[config.mk]
export PLATFORM = sky130hd
export DESIGN_NAME = riscvboy_uart_tx
export DESIGN_NICKNAME = d
export VERILOG_FILES = /design/src/rtl/riscvboy_uart_tx.sv
export SDC_FILE = /design/constraint.sdc
export NUM_CORES = 1
export LEC_CHECK = 0
export BUFFER_PORTS_ARGS = -buffer_cell sky130_fd_sc_hd__buf_2
export CORE_ASPECT_RATIO = 0.6
export CORE_MARGIN = 2
export CORE_UTILIZATION = 45
export CTS_BUF_LIST = sky130_fd_sc_hd__clkbuf_16
export DETAILED_ROUTE_END_ITERATION = 10
export PLACE_DENSITY = 0.65
export SYNTH_ARGS = -nofsm -noshare
export SYNTH_HDL_FRONTEND = slang
export SYNTH_SLANG_ARGS = --single-unit
[constraint.sdc]
create_clock -name clk_sys -period 4.9 [get_ports clk_sys]
set_input_delay 0.98 -clock clk_sys [delete_from_list [all_inputs] [get_ports clk_sys]]
set_output_delay 0.98 -clock clk_sys [all_outputs]
set_load 0.005 [all_outputs]
[src/rtl/riscvboy_uart_tx.sv]
// Memory-mapped 8N1 UART transmitter with a TX FIFO, sitting on the core data port.
// Software sees TXDATA, STATUS and BAUDDIV in a 16-byte window at BASE_ADDR.
module riscvboy_uart_tx #(
  parameter logic [31:0] BASE_ADDR  = 32'h1000_0000,
  parameter int          FIFO_DEPTH = 8,
  parameter logic [15:0] DEF_DIV    = 16'd433
) (
  input  logic        clk_sys,
  input  logic        rst_sys_n,
  input  logic        i_mem_wen,
  input  logic        i_mem_ren,
  input  logic [31:0] i_mem_addr,
  input  logic [31:0] i_mem_wdata,
  output logic [31:0] o_mem_rdata,
  output logic        o_uart_tx,
  output logic        o_irq_txempty
);

  localparam int AW = $clog2(FIFO_DEPTH);
  localparam logic [AW:0] PTR_ONE = {{AW{1'b0}}, 1'b1};

  typedef enum logic [1:0] {IDLE, START, DATA, STOP} state_t;

  state_t      state, state_next;
  logic [15:0] cnt, cnt_next;
  logic [2:0]  bit_idx, bit_idx_next;
  logic [7:0]  shreg, shreg_next;
  logic        tx_next, irq_next, busy, pop;

  logic [7:0]  mem [FIFO_DEPTH];
  logic [AW:0] wr_ptr, rd_ptr, level_raw;
  logic [6:0]  level;
  logic        full, empty, push, ovf;
  logic [15:0] div;

  logic        hit, wr_txdata, wr_status, wr_div;
  logic [1:0]  sel;
  logic [31:0] rd_val;
  logic        unused_bits;

  assign hit       = (i_mem_addr[31:4] == BASE_ADDR[31:4]);
  assign sel       = i_mem_addr[3:2];
  assign wr_txdata = hit && i_mem_wen && (sel == 2'd0);
  assign wr_status = hit && i_mem_wen && (sel == 2'd1);
  assign wr_div    = hit && i_mem_wen && (sel == 2'd2);
  assign unused_bits = &{1'b0, i_mem_addr[1:0], i_mem_wdata[31:16]};

  // Pointers carry one extra wrap bit so full and empty are distinguishable.
  assign empty     = (wr_ptr == rd_ptr);
  assign full      = (wr_ptr[AW] != rd_ptr[AW]) && (wr_ptr[AW-1:0] == rd_ptr[AW-1:0]);
  assign level_raw = wr_ptr - rd_ptr;
  assign level     = 7'(level_raw);
  assign push      = wr_txdata && !full;

  always_ff @(posedge clk_sys) begin
    if (push) begin
      mem[wr_ptr[AW-1:0]] <= i_mem_wdata[7:0];
    end
  end

  always_comb begin
    rd_val = 32'd0;
    if (hit) begin
      case (sel)
        2'd1:    rd_val = {21'd0, level, ovf, empty, full, busy};
        2'd2:    rd_val = {16'd0, div};
        default: rd_val = 32'd0;
      endcase
    end
  end

  always_ff @(posedge clk_sys or negedge rst_sys_n) begin
    if (!rst_sys_n) begin
      wr_ptr      <= '0;
      rd_ptr      <= '0;
      ovf         <= 1'b0;
      div         <= DEF_DIV;
      o_mem_rdata <= 32'd0;
    end else begin
      if (push) wr_ptr <= wr_ptr + PTR_ONE;
      if (pop)  rd_ptr <= rd_ptr + PTR_ONE;
      if (wr_txdata && full)
        ovf <= 1'b1;
      else if (wr_status && i_mem_wdata[3])
        ovf <= 1'b0;
      if (wr_div) div <= i_mem_wdata[15:0];
      // Read captures pre-write register contents.
      if (i_mem_ren) o_mem_rdata <= rd_val;
    end
  end

  always_ff @(posedge clk_sys or negedge rst_sys_n) begin
    if (!rst_sys_n) begin
      state         <= IDLE;
      cnt           <= 16'd0;
      bit_idx       <= 3'd0;
      shreg         <= 8'd0;
      o_uart_tx     <= 1'b1;
      o_irq_txempty <= 1'b1;
    end else begin
      state         <= state_next;
      cnt           <= cnt_next;
      bit_idx       <= bit_idx_next;
      shreg         <= shreg_next;
      o_uart_tx     <= tx_next;
      o_irq_txempty <= irq_next;
    end
  end

  // Each bit ends when the counter reaches 0; reload takes the live BAUDDIV.
  always_comb begin
    state_next   = state;
    cnt_next     = cnt;
    bit_idx_next = bit_idx;
    shreg_next   = shreg;
    pop          = 1'b0;
    case (state)
      IDLE: begin
        if (!empty) begin
          pop        = 1'b1;
          shreg_next = mem[rd_ptr[AW-1:0]];
          cnt_next   = div;
          state_next = START;
        end
      end
      START: begin
        if (cnt == 16'd0) begin
          cnt_next     = div;
          bit_idx_next = 3'd0;
          state_next   = DATA;
        end else begin
          cnt_next = cnt - 16'd1;
        end
      end
      DATA: begin
        if (cnt == 16'd0) begin
          cnt_next = div;
          if (bit_idx == 3'd7) begin
            state_next = STOP;
          end else begin
            bit_idx_next = bit_idx + 3'd1;
            shreg_next   = shreg >> 1;
          end
        end else begin
          cnt_next = cnt - 16'd1;
        end
      end
      STOP: begin
        if (cnt == 16'd0) begin
          if (!empty) begin
            pop        = 1'b1;
            shreg_next = mem[rd_ptr[AW-1:0]];
            cnt_next   = div;
            state_next = START;
          end else begin
            state_next = IDLE;
          end
        end else begin
          cnt_next = cnt - 16'd1;
        end
      end
      default: state_next = IDLE;
    endcase
  end

  // Line level is computed for the upcoming state so the flop tracks the FSM.
  always_comb begin
    busy     = (state != IDLE);
    irq_next = empty && (state == IDLE);
    case (state_next)
      START:   tx_next = 1'b0;
      DATA:    tx_next = shreg_next[0];
      default: tx_next = 1'b1;
    endcase
  end

endmodule

==> results of run 1 <==
## area by class of cell
class	count	area [µm²]	share of cell area [%]
multi-input cells	355	2764	35.27
well taps	198	247.7	3.161
repair buffers	75	395.4	5.045
clock inverters	13	127.6	1.629
inverters	25	93.84	1.198
flip-flops and latches	136	3732	47.63
clock buffers	19	475.5	6.067
## sequential cells by signal, indices dropped and copies added, names as in the netlist
register	count
cnt	16
wr_ptr	4
o_uart_tx	1
o_mem_rdata	16
shreg	8
ovf	1
bit_idx	3
rd_ptr	4
div	16
o_irq_txempty	1
state	2
mem	64
## stage by stage
stage / hold slack (ns) / cell area (µm²)
after CTS: 0.4987 / 7836
after detailed placement: 0.4698 / 7233
after global placement: 0.4782 / 7233
after global routing: 0.5269 / 7836
final: 0.4910 / 7836
after floorplan: 0.4667 / 6848
## worst max-delay path: stages (launching register included)
cell and delay, ns:
sky130_fd_sc_hd__dfrtp_1 0.62, sky130_fd_sc_hd__inv_2 0.22, sky130_fd_sc_hd__ha_1 0.36, sky130_fd_sc_hd__nand3_1 0.33, sky130_fd_sc_hd__o21ai_0 0.15, sky130_fd_sc_hd__nor4_1 0.19
sky130_fd_sc_hd__buf_4 0.19, sky130_fd_sc_hd__nand2_1 0.09, sky130_fd_sc_hd__nor2_1 0.72
## kinds of logic (layout without fill, tap and decap cells)
family                   Yosys count  in the layout
adder cells (fa/ha/maj)           18             18
multiplexers                      50             50
buffers and inverters             72            132
other                              1             16
AO/OA/AOI/OAI                    107            107
flip-flops                       136            136
AND/OR/NAND/NOR                  143            143
XOR/XNOR                          21             21
## worst paths after layout
kind	start	endpoint	slack (ns)	depth (start not counted)
min reg2reg	o_mem_rdata[3]	o_mem_rdata[3]	0.49	1
min in group asynchronous	rst_sys_n	shreg[3]	0.67	1
max	rd_ptr[2]	mem[3][2]	1.62	8
max reg2reg	rd_ptr[2]	mem[3][2]	1.62	8
max in group asynchronous	rst_sys_n	div[8]	3.20	2
min	o_mem_rdata[3]	o_mem_rdata[3]	0.49	1
## per-layer routing
metal | up-vias | routed length, µm | GRT usage (%)
met3 | 11 | 1101 | 4.420
met5 | - | 0 | 0
li1 | 2171 | - | -
met4 | 0 | 115 | 5.106
met2 | 193 | 6907 | 30.77
met1 | 2448 | 8045 | 33.62
## placed cells by master (no fill, tap or decap), types with 16 or more instances in the layout
| cell | n |
|---|---|
| sky130_fd_sc_hd__edfxtp_1 | 64 |
| sky130_fd_sc_hd__nand2_1 | 40 |
| sky130_fd_sc_hd__conb_1 | 16 |
| sky130_fd_sc_hd__inv_1 | 24 |
| sky130_fd_sc_hd__mux4_2 | 16 |
| sky130_fd_sc_hd__dfrtp_1 | 65 |
| sky130_fd_sc_hd__a22o_1 | 16 |
| sky130_fd_sc_hd__clkbuf_16 | 19 |
| sky130_fd_sc_hd__nand3_1 | 16 |
| sky130_fd_sc_hd__ha_1 | 17 |
| sky130_fd_sc_hd__mux2_2 | 21 |
| sky130_fd_sc_hd__nor2_1 | 32 |
| sky130_fd_sc_hd__buf_2 | 67 |
## power breakdown
group          internal [mW]  leakage [nW]  switching (mW)
logic                 0.0526          1.42          0.0778
registers               1.21          1.52          0.0109
clock network          0.771         0.298           0.516
total                   2.03          3.24           0.605
==> flow_metrics.env, run 1 <==
export IMPL_run_status="complete, no violations"
export IMPL_grt_first_pass_wirelength_um=26480
export IMPL_cellLeakagePower_nw=3.240
export IMPL_grt_total_usage_pct=21.50
export IMPL_dpl_cell_count=789
export IMPL_report_final_setup_viol=0
export IMPL_criticalPathCategory="register to register"
export IMPL_routed_length_per_placed_instance_um=19.69
export IMPL_setup_tns_ns=0
export IMPL_cts_resized=0
export IMPL_clockRootBuffer="sky130_fd_sc_hd__clkbuf_16"
export IMPL_layout_setup_ws_ns=1.618
export IMPL_dp_hpwl_um=11240
export IMPL_synth_seq_area_share_pct=54.96
export IMPL_crit_path_max_fanout=10
export IMPL_initial_antenna_violation_count=0
export IMPL_postRouteWirelength_um=16170
export IMPL_critPathCaptureType="register"
export IMPL_synth_simple_gate_area_share_pct=11.02
export IMPL_worst_clock_skew_ns=0.01094
export IMPL_max_clock_path_buffers=2
export IMPL_synth_async_reset_ratio_pct=52.94
export IMPL_setup_worst_path_start_class="register"
export IMPL_cts_buffers=17
export IMPL_synth_common_cells="sky130_fd_sc_hd__dfrtp_1 (65), sky130_fd_sc_hd__edfxtp_1 (64), sky130_fd_sc_hd__nand2_1 (40)"
export IMPL_final_layout_size_suffix_gt1_share_pct=25.68
export IMPL_die_w_um=162.6
export IMPL_worst_pin_slew_ns=1.242
export IMPL_core_um2=14630
export IMPL_synthToLayoutAreaGrowth_pct=15.38
export IMPL_clock_sinks=136
export IMPL_count_of_distinct_cell_types_in_the_synthesized_netlist=62
export IMPL_die_height_um=99.16
export IMPL_grt_remaining_overflow=0
export IMPL_synth_adder_area_share_pct=3.427
export IMPL_layout_filler_cells=1254
export IMPL_drc_errors=0
export IMPL_synth_mux_area_fraction_pct=10.70
export IMPL_finalHoldViolCount=0
export IMPL_preCtsSetupSlack_ns=1.626
export IMPL_post_drt_via_cell_ratio=5.875
export IMPL_netlist_top_cells_area="sky130_fd_sc_hd__edfxtp_1 (28%), sky130_fd_sc_hd__dfrtp_1 (24%), sky130_fd_sc_hd__mux4_2 (5.3%)"
export IMPL_synthesized_netlist_cell_count=548
export IMPL_cts_hold_fix_buffers=0
export IMPL_detail_route_first_pass_iterations=4
export IMPL_clkTransAtPathRegs_ns=0.06
export IMPL_combinational_family_with_the_most_area_after_synthesis="compound AO/OA/AOI/OAI gates"
export IMPL_post_synth_top_count_cell="sky130_fd_sc_hd__dfrtp_1"
export IMPL_top_level_port_count=102
export IMPL_drv_max_cap_violation_count=0
export IMPL_period_minus_slack_ns=3.282
export IMPL_relSlewSlack_pct=17.18
export IMPL_holdCritPathClass="register to register"
export IMPL_synth_area_um2=6792
export IMPL_postSynth_topFlopCell="sky130_fd_sc_hd__dfrtp_1"
export IMPL_grt_start_max_net_pins=38
export IMPL_vias=4823
export IMPL_floorplan_rows=34
export IMPL_dieArea_um2=16120
export IMPL_finish_net_count=696
export IMPL_clk_insertion_delay_late_ns=0.41
export IMPL_fmaxAchievable_ghz=0.3047
export IMPL_synth_top_area_share_pct=28.30
export IMPL_synth_edf_count=64
export IMPL_ant_nets=0
export IMPL_port_buffer_count=67
export IMPL_synth_compound_area_share_pct=11.96
export IMPL_peak_supply_drop_v=0.0002222
export IMPL_finished_core_util_pct=53.55
export IMPL_synth_largest_area_cell="sky130_fd_sc_hd__edfxtp_1"
export IMPL_pwr_density_cell_nw_per_um2=336.5
export IMPL_timing_critical_path_arrival_ns=3.31
export IMPL_globalplace_congestion=0.8191
export IMPL_final_cell_count_no_fill=821
export IMPL_rsz_0062_raised_after_global_routing="no"
export IMPL_grt_pass1_vias=4819
export IMPL_first_iter_violations=448
export IMPL_ys_warnings_count=0
export IMPL_ys_seq_elements=136
export IMPL_n_diodes=0
export IMPL_xor_xnor_portion_of_the_synthesized_cell_area_pct=2.708
export IMPL_cts_tree="yes"
export IMPL_totalPowerFinal_mw=2.637
export IMPL_postCtsSetupBuffers=0
export IMPL_initial_core_util_pct=46.41
export IMPL_post_route_period_util_pct=66.99
export IMPL_post_synth_cell_area_avg_um2=12.39
export IMPL_required_ns=4.93
export IMPL_htree_num_levels=4
export IMPL_final_max_slew_viol_count=0
Note: power is estimated with default switching activity, not from simulation.
==> inputs of run 2 (changes only) <==
Settings changed: ABC_AREA from default to 1, PLACE_DENSITY 0.65 to 0.68.
Clock period 4.9 ns to 2.7 ns, I/O delays scaled along.
==> run 2 against run 1 <==
Area after synthesis rose by 4.0%. Sequential share of layout area shrank 2.2 points. Wire length increased by 8.5%. Power increased by 97%.
==> flow_metrics.env, run 2 <==
export IMPL_htree_num_levels=4
export IMPL_drv_max_cap_violation_count=0
export IMPL_synth_edf_count=64
export IMPL_worst_pin_slew_ns=0.5464
export IMPL_report_final_setup_viol=0
export IMPL_required_ns=2.83
export IMPL_synthToLayoutAreaGrowth_pct=16.39
export IMPL_rsz_0062_raised_after_global_routing="no"
export IMPL_die_height_um=101.0
export IMPL_netlist_top_cells_area="sky130_fd_sc_hd__edfxtp_1 (27%), sky130_fd_sc_hd__dfrtp_1 (23%), sky130_fd_sc_hd__nand2_1 (9.7%)"
export IMPL_die_w_um=165.7
export IMPL_relSlewSlack_pct=63.57
export IMPL_finish_net_count=948
export IMPL_post_drt_via_cell_ratio=5.260
export IMPL_totalPowerFinal_mw=5.201
export IMPL_cts_resized=0
export IMPL_initial_antenna_violation_count=0
export IMPL_synth_seq_area_share_pct=52.85
export IMPL_grt_first_pass_wirelength_um=29220
export IMPL_grt_start_max_net_pins=40
export IMPL_timing_critical_path_arrival_ns=2.54
export IMPL_finalHoldViolCount=0
export IMPL_clockRootBuffer="sky130_fd_sc_hd__clkbuf_16"
export IMPL_grt_remaining_overflow=0
export IMPL_setup_worst_path_start_class="register"
export IMPL_postCtsSetupBuffers=0
export IMPL_largest_register_ffs=64
export IMPL_holdCritPathClass="input port to asynchronous set/reset pin"
export IMPL_routed_length_per_placed_instance_um=16.28
export IMPL_preCtsSetupSlack_ns=0.2518
export IMPL_first_iter_violations=510
export IMPL_ant_nets=0
export IMPL_run_status="complete, no violations"
export IMPL_crit_path_max_fanout=13
export IMPL_layout_setup_ws_ns=0.2906
export IMPL_maximum_cell_stage_delay_along_the_critical_path_ns=0.48
export IMPL_post_route_period_util_pct=89.24
export IMPL_r2r_setup_slack_ns=0.29
export IMPL_synth_common_cells="sky130_fd_sc_hd__nand2_1 (182), sky130_fd_sc_hd__inv_1 (82), sky130_fd_sc_hd__dfrtp_1 (65), sky130_fd_sc_hd__o21ai_0 (65), sky130_fd_sc_hd__edfxtp_1 (64)"
export IMPL_synth_async_reset_ratio_pct=52.94
export IMPL_final_max_slew_viol_count=0
export IMPL_clock_sinks=136
export IMPL_grt_total_usage_pct=22.42
export IMPL_layout_cells_most_common="sky130_fd_sc_hd__nand2_1"
export IMPL_layout_filler_cells=1384
export IMPL_final_layout_size_suffix_gt1_share_pct=18.29
export IMPL_layout_cells_most_common_list="sky130_fd_sc_hd__nand2_1 (182), sky130_fd_sc_hd__inv_1 (83), sky130_fd_sc_hd__buf_2 (66), sky130_fd_sc_hd__o21ai_0 (65), sky130_fd_sc_hd__dfrtp_1 (65)"
export IMPL_n_diodes=0
export IMPL_grt_pass1_vias=5605
export IMPL_port_buffer_count=67
export IMPL_cts_tree="yes"
export IMPL_initial_core_util_pct=46.07
export IMPL_synthesized_netlist_cell_count=783
export IMPL_setup_tns_ns=0
export IMPL_dieArea_um2=16740
export IMPL_critPathSlowestCell="sky130_fd_sc_hd__dfrtp_1"
export IMPL_worst_clock_skew_ns=0.01215
export IMPL_clk_insertion_delay_late_ns=0.43
export IMPL_drc_errors=0
export IMPL_globalplace_congestion=0.8245
export IMPL_count_of_distinct_cell_types_in_the_synthesized_netlist=40
export IMPL_criticalPathCategory="register to register"
export IMPL_peak_supply_drop_v=0.0003302
export IMPL_cts_buffers=17
export IMPL_period_minus_slack_ns=2.409
export IMPL_top_level_port_count=102
export IMPL_post_synth_top_count_cell="sky130_fd_sc_hd__nand2_1"
export IMPL_ys_warnings_count=0
export IMPL_postSynth_topFlopCell="sky130_fd_sc_hd__dfrtp_1"
export IMPL_cp_num_buf_inv=3
export IMPL_core_um2=15330
export IMPL_floorplan_rows=35
export IMPL_critPathCaptureType="register"
export IMPL_synth_area_um2=7062
export IMPL_postRouteWirelength_um=17550
export IMPL_detail_route_first_pass_iterations=5
export IMPL_pwr_density_cell_nw_per_um2=632.8
export IMPL_crit_family="simple AND/OR/NAND/NOR gates"
export IMPL_fmaxAchievable_ghz=0.4150
export IMPL_post_synth_cell_area_avg_um2=9.019
export IMPL_clkTransAtPathRegs_ns=0.07
export IMPL_vias=5670
export IMPL_crit_path_frequent_cell="sky130_fd_sc_hd__inv_2"
export IMPL_synth_largest_area_cell="sky130_fd_sc_hd__edfxtp_1"
export IMPL_dp_hpwl_um=12070
export IMPL_worstPathCellList="inv_2 -> ha_1 -> nand3_1 -> nor2_1 -> inv_2 -> nand4_2 -> nor3_1 -> buf_4"
export IMPL_synth_top_area_share_pct=27.21
export IMPL_ys_seq_elements=136
export IMPL_cellLeakagePower_nw=3.882
export IMPL_cts_hold_fix_buffers=0
export IMPL_max_clock_path_buffers=2
run 2: cell families (layout without fill, tap and decap cells):
| family | after synthesis | in the layout | share of synthesized area (%) |
|---|---|---|---|
| and+or+nand+nor | 333 | 333 | 21.85 |
| adders and majority gates | 18 | 18 | 3.295 |
| other | 1 | 16 | 0.05310 |
| xor gates and xnor gates | 18 | 18 | 2.339 |
| DFF | 136 | 136 | 52.85 |
| buffers and inverters | 134 | 211 | 8.398 |
| AOI/OAI and AO/OA | 143 | 143 | 11.22 |
run 2: worst reg2reg max path, cell delays in order (launching register included):
cell and delay [ns]:
sky130_fd_sc_hd__dfrtp_1 0.48, sky130_fd_sc_hd__inv_2 0.13, sky130_fd_sc_hd__ha_1 0.33, sky130_fd_sc_hd__nand3_1 0.16
sky130_fd_sc_hd__nor2_1 0.10, sky130_fd_sc_hd__inv_2 0.11, sky130_fd_sc_hd__nand4_2 0.29, sky130_fd_sc_hd__nor3_1 0.27
sky130_fd_sc_hd__buf_4 0.24
run 2: layer usage:
layer / track usage, % / vias to the layer above / part of all wire [%]
met5: 0 / - / 0
met4: 4.883 / 0 / 1.1
met3: 7.146 / 21 / 8.2
met2: 31.92 / 209 / 40
met1: 33.33 / 2699 / 50
li1: - / 2741 / -
run 2: layout make-up:
class | count | area (µm²) | share of cell area, %
Tap cell | 203 | 254.0 | 3.090
Inverter | 92 | 345.3 | 4.202
Clock buffer | 18 | 450.4 | 5.480
Multi-Input combinational cell | 528 | 2793 | 33.98
Clock inverter | 14 | 143.9 | 1.751
Sequential cell | 136 | 3732 | 45.41
Timing Repair Buffer | 87 | 500.5 | 6.089
run 2: per-stage QoR:
stage          std cells  util, %  cell area, µm²  hold WS (ns)
2_1_floorplan        798        -            7118        0.2444
3_3_place_gp        1046    49.75            7625        0.4709
3_5_place_dp        1046    49.75            7625        0.4777
4_1_cts             1078    53.62            8219        0.1052
5_1_grt             1078    53.62            8219        0.1224
6_report            1078    53.62            8219       0.08565
run 2: path summary, 6_finish.rpt:
check	start	end	cells past startpoint
worst max-delay path	wr_ptr[0]	mem[0][4]	8
worst min-delay path	rst_sys_n	state[0]	1
worst max register to register	wr_ptr[0]	mem[0][4]	8
worst min register to register	bit_idx[0]	bit_idx[0]	1
max in group asynchronous	rst_sys_n	div[8]	2
min in group clk_sys	i_mem_wdata[9]	div[9]	3
run 2: where the power goes:
group	internal (mW)	switching [mW]	leakage [nW]
combinational	0.202	0.408	2.08
sequential	2.20	0.0159	1.50
clock	1.42	0.957	0.303
==> inputs of run 3 (changes only) <==
Settings changed: CAP_MARGIN from default to 20, PLACE_DENSITY 0.68 to 0.65.
Clock period 2.7 ns to 3 ns, I/O delays scaled along.
==> run 3 against run 2 <==
Clock power fell by 12%. Sequential share of layout area increased by 0.20 points. Final cell count down 0.28%. Critical path depth is the same. Clock skew is 0.0053 ns higher. Clock-buffer cell count is 1 higher. Utilization fell by 0.24 points. Maximum frequency fell by 2.3%. Worst setup slack improved by 0.24 ns. Cell area decreased by 0.44%. Largest cell class unchanged. Largest power group unchanged.
==> flow_metrics.env, run 3 (synthesis results as in run 2) <==
export IMPL_run_status="complete, no violations"
export IMPL_relSlewSlack_pct=36.09
export IMPL_first_iter_violations=554
export IMPL_cts_resized=0
export IMPL_floorplan_rows=35
export IMPL_final_layout_size_suffix_gt1_share_pct=17.89
export IMPL_post_drt_via_cell_ratio=5.240
export IMPL_htree_num_levels=4
export IMPL_maximum_cell_stage_delay_along_the_critical_path_ns=0.61
export IMPL_n_diodes=0
export IMPL_layout_setup_ws_ns=0.5345
export IMPL_dp_hpwl_um=11920
export IMPL_rsz_0062_raised_after_global_routing="no"
export IMPL_final_max_slew_viol_count=0
export IMPL_totalPowerFinal_mw=4.623
export IMPL_dpl_cell_count=1043
export IMPL_globalplace_congestion=0.8512
export IMPL_dieArea_um2=16740
export IMPL_clockRootBuffer="sky130_fd_sc_hd__clkbuf_16"
export IMPL_required_ns=3.12
export IMPL_grt_pass1_vias=5353
export IMPL_clk_insertion_delay_late_ns=0.42
export IMPL_max_clock_path_buffers=2
export IMPL_cellLeakagePower_nw=3.851
export IMPL_core_um2=15330
export IMPL_power_frac_clock_pct=45.3
export IMPL_setup_worst_path_start_class="register"
export IMPL_worst_pin_slew_ns=0.9587
export IMPL_multi_input_area_um2=2793
export IMPL_vias=5633
export IMPL_timing_critical_path_arrival_ns=2.58
export IMPL_synthToLayoutAreaGrowth_pct=15.88
export IMPL_crit_path_max_fanout=13
export IMPL_top_level_port_count=102
export IMPL_grt_start_max_net_pins=73
export IMPL_finalHoldWorstSlack_ns=0.3123
export IMPL_pwr_density_cell_nw_per_um2=565.0
export IMPL_layout_filler_cells=1406
export IMPL_die_w_um=165.7
export IMPL_clkTransAtPathRegs_ns=0.06
export IMPL_drv_max_cap_violation_count=0
export IMPL_cts_hold_fix_buffers=0
export IMPL_layout_cells_most_common_list="sky130_fd_sc_hd__nand2_1 (182), sky130_fd_sc_hd__inv_1 (84), sky130_fd_sc_hd__buf_2 (66), sky130_fd_sc_hd__o21ai_0 (65), sky130_fd_sc_hd__dfrtp_1 (65)"
export IMPL_post_route_period_util_pct=82.18
export IMPL_routed_length_per_placed_instance_um=16.05
export IMPL_final_cell_count_no_fill=1075
export IMPL_initial_antenna_violation_count=0
export IMPL_clock_sinks=136
export IMPL_preCtsSetupSlack_ns=0.5601
export IMPL_register_area_um2=3732
export IMPL_holdCritPathClass="input port to asynchronous set/reset pin"
export IMPL_net_switching_power_mw=1.223
export IMPL_finalHoldViolCount=0
export IMPL_crit_path_frequent_cell="sky130_fd_sc_hd__inv_2"
export IMPL_period_minus_slack_ns=2.465
export IMPL_layout_cells_most_common="sky130_fd_sc_hd__nand2_1"
export IMPL_setup_tns_ns=0
export IMPL_postCtsSetupBuffers=0
export IMPL_postRouteWirelength_um=17260
export IMPL_cts_tree="yes"
export IMPL_p_int_mw=3.400
export IMPL_seq_power_share_pct=43.1
export IMPL_grt_remaining_overflow=0
export IMPL_worstPathCellList="inv_2 -> ha_1 -> nand3_1 -> nor2_1 -> inv_2 -> nand4_2 -> nor3_1 -> buf_4"
export IMPL_grt_first_pass_wirelength_um=28220
export IMPL_fmaxAchievable_ghz=0.4056
export IMPL_finish_net_count=945
export IMPL_report_final_setup_viol=0
export IMPL_worst_clock_skew_ns=0.01746
export IMPL_cts_buffers=17
export IMPL_critPathCaptureType="register"
export IMPL_initial_core_util_pct=46.07
export IMPL_critPathSlowestCell="sky130_fd_sc_hd__dfrtp_1"
export IMPL_cp_num_buf_inv=3
export IMPL_ant_nets=0
export IMPL_detail_route_first_pass_iterations=5
export IMPL_grt_total_usage_pct=21.51
export IMPL_port_buffer_count=67
export IMPL_crit_family="simple AND/OR/NAND/NOR gates"
export IMPL_die_height_um=101.0
export IMPL_criticalPathCategory="register to register"
export IMPL_peak_supply_drop_v=0.0003073
export IMPL_drc_errors=0
export IMPL_largest_register_ffs=64
export IMPL_combPwrFrac_pct=11.6
export IMPL_netSwitchingFraction_pct=26.46
run 3: changes by cell type in the layout (fill, tap and decap cells not counted):
cell,delta
sky130_fd_sc_hd__buf_12,-1
sky130_fd_sc_hd__buf_4,-2
sky130_fd_sc_hd__bufinv_16,-1
sky130_fd_sc_hd__clkbuf_16,+1
sky130_fd_sc_hd__clkinv_4,-1
sky130_fd_sc_hd__clkinvlp_4,+3
sky130_fd_sc_hd__inv_1,+1
sky130_fd_sc_hd__inv_2,-2
sky130_fd_sc_hd__inv_4,-1
run 3: area by class of cell:
cell class | instances | share of cell area (%)
clock buffers | 19 | 5.810
well taps | 203 | 3.104
repair buffers | 84 | 5.688
flip-flops and latches | 136 | 45.61
inverters | 92 | 4.220
multi-input cells | 528 | 34.13
clock inverters | 13 | 1.437
run 3: worst register-to-register path, delay by kind of cell, from the launching register on:
kind | cells | cell delay, ns
buffers and inverters | 3 | 0.42
AND/OR/NAND/NOR | 4 | 0.80
adder cells (fa/ha/maj) | 1 | 0.35
flip-flops | 1 | 0.61
run 3: final timing paths:
| check | depth (start not counted) | slack, ns | to | start |
|---|---|---|---|---|
| max in group asynchronous | 1 | 2.05 | ovf | rst_sys_n |
| worst max register to register | 8 | 0.53 | mem[2][6] | rd_ptr[2] |
| worst min register to register | 1 | 0.48 | bit_idx[0] | bit_idx[0] |
| min in group clk_sys | 3 | 0.39 | div[15] | i_mem_wdata[15] |
| worst min-delay path | 1 | 0.31 | bit_idx[2] | rst_sys_n |
| worst max-delay path | 8 | 0.53 | mem[2][6] | rd_ptr[2] |
run 3: power by group through the flow:
stage / sequential, mW / combinational, mW / clock (mW)
floorplan: 2.03 / 0.389 / 0
global placement: 2.03 / 0.524 / 0
detailed placement: 2.03 / 0.531 / 0
CTS: 1.99 / 0.534 / 2.12
global route: 1.99 / 0.607 / 2.20
finish: 1.99 / 0.537 / 2.09
run 3: per-stage QoR:
| stage | util [%] | cell area, µm² |
|---|---|---|
| after global routing | 53.39 | 8183 |
| after detailed placement | 49.52 | 7590 |
| after floorplan | - | 7118 |
| after CTS | 53.39 | 8183 |
| final | 53.39 | 8183 |
| after global placement | 49.52 | 7590 |
run 3: per-layer routing:
| layer | GRT usage [%] | vias up | part of all wire, % | wire length, µm |
|---|---|---|---|---|
| met2 | 30.77 | 235 | 40 | 6853 |
| li1 | - | 2734 | - | - |
| met3 | 4.437 | 19 | 8.5 | 1472 |
| met5 | 0 | - | 0 | 0 |
| met1 | 33.52 | 2645 | 51 | 8810 |
| met4 | 4.482 | 0 | 0.71 | 122 |
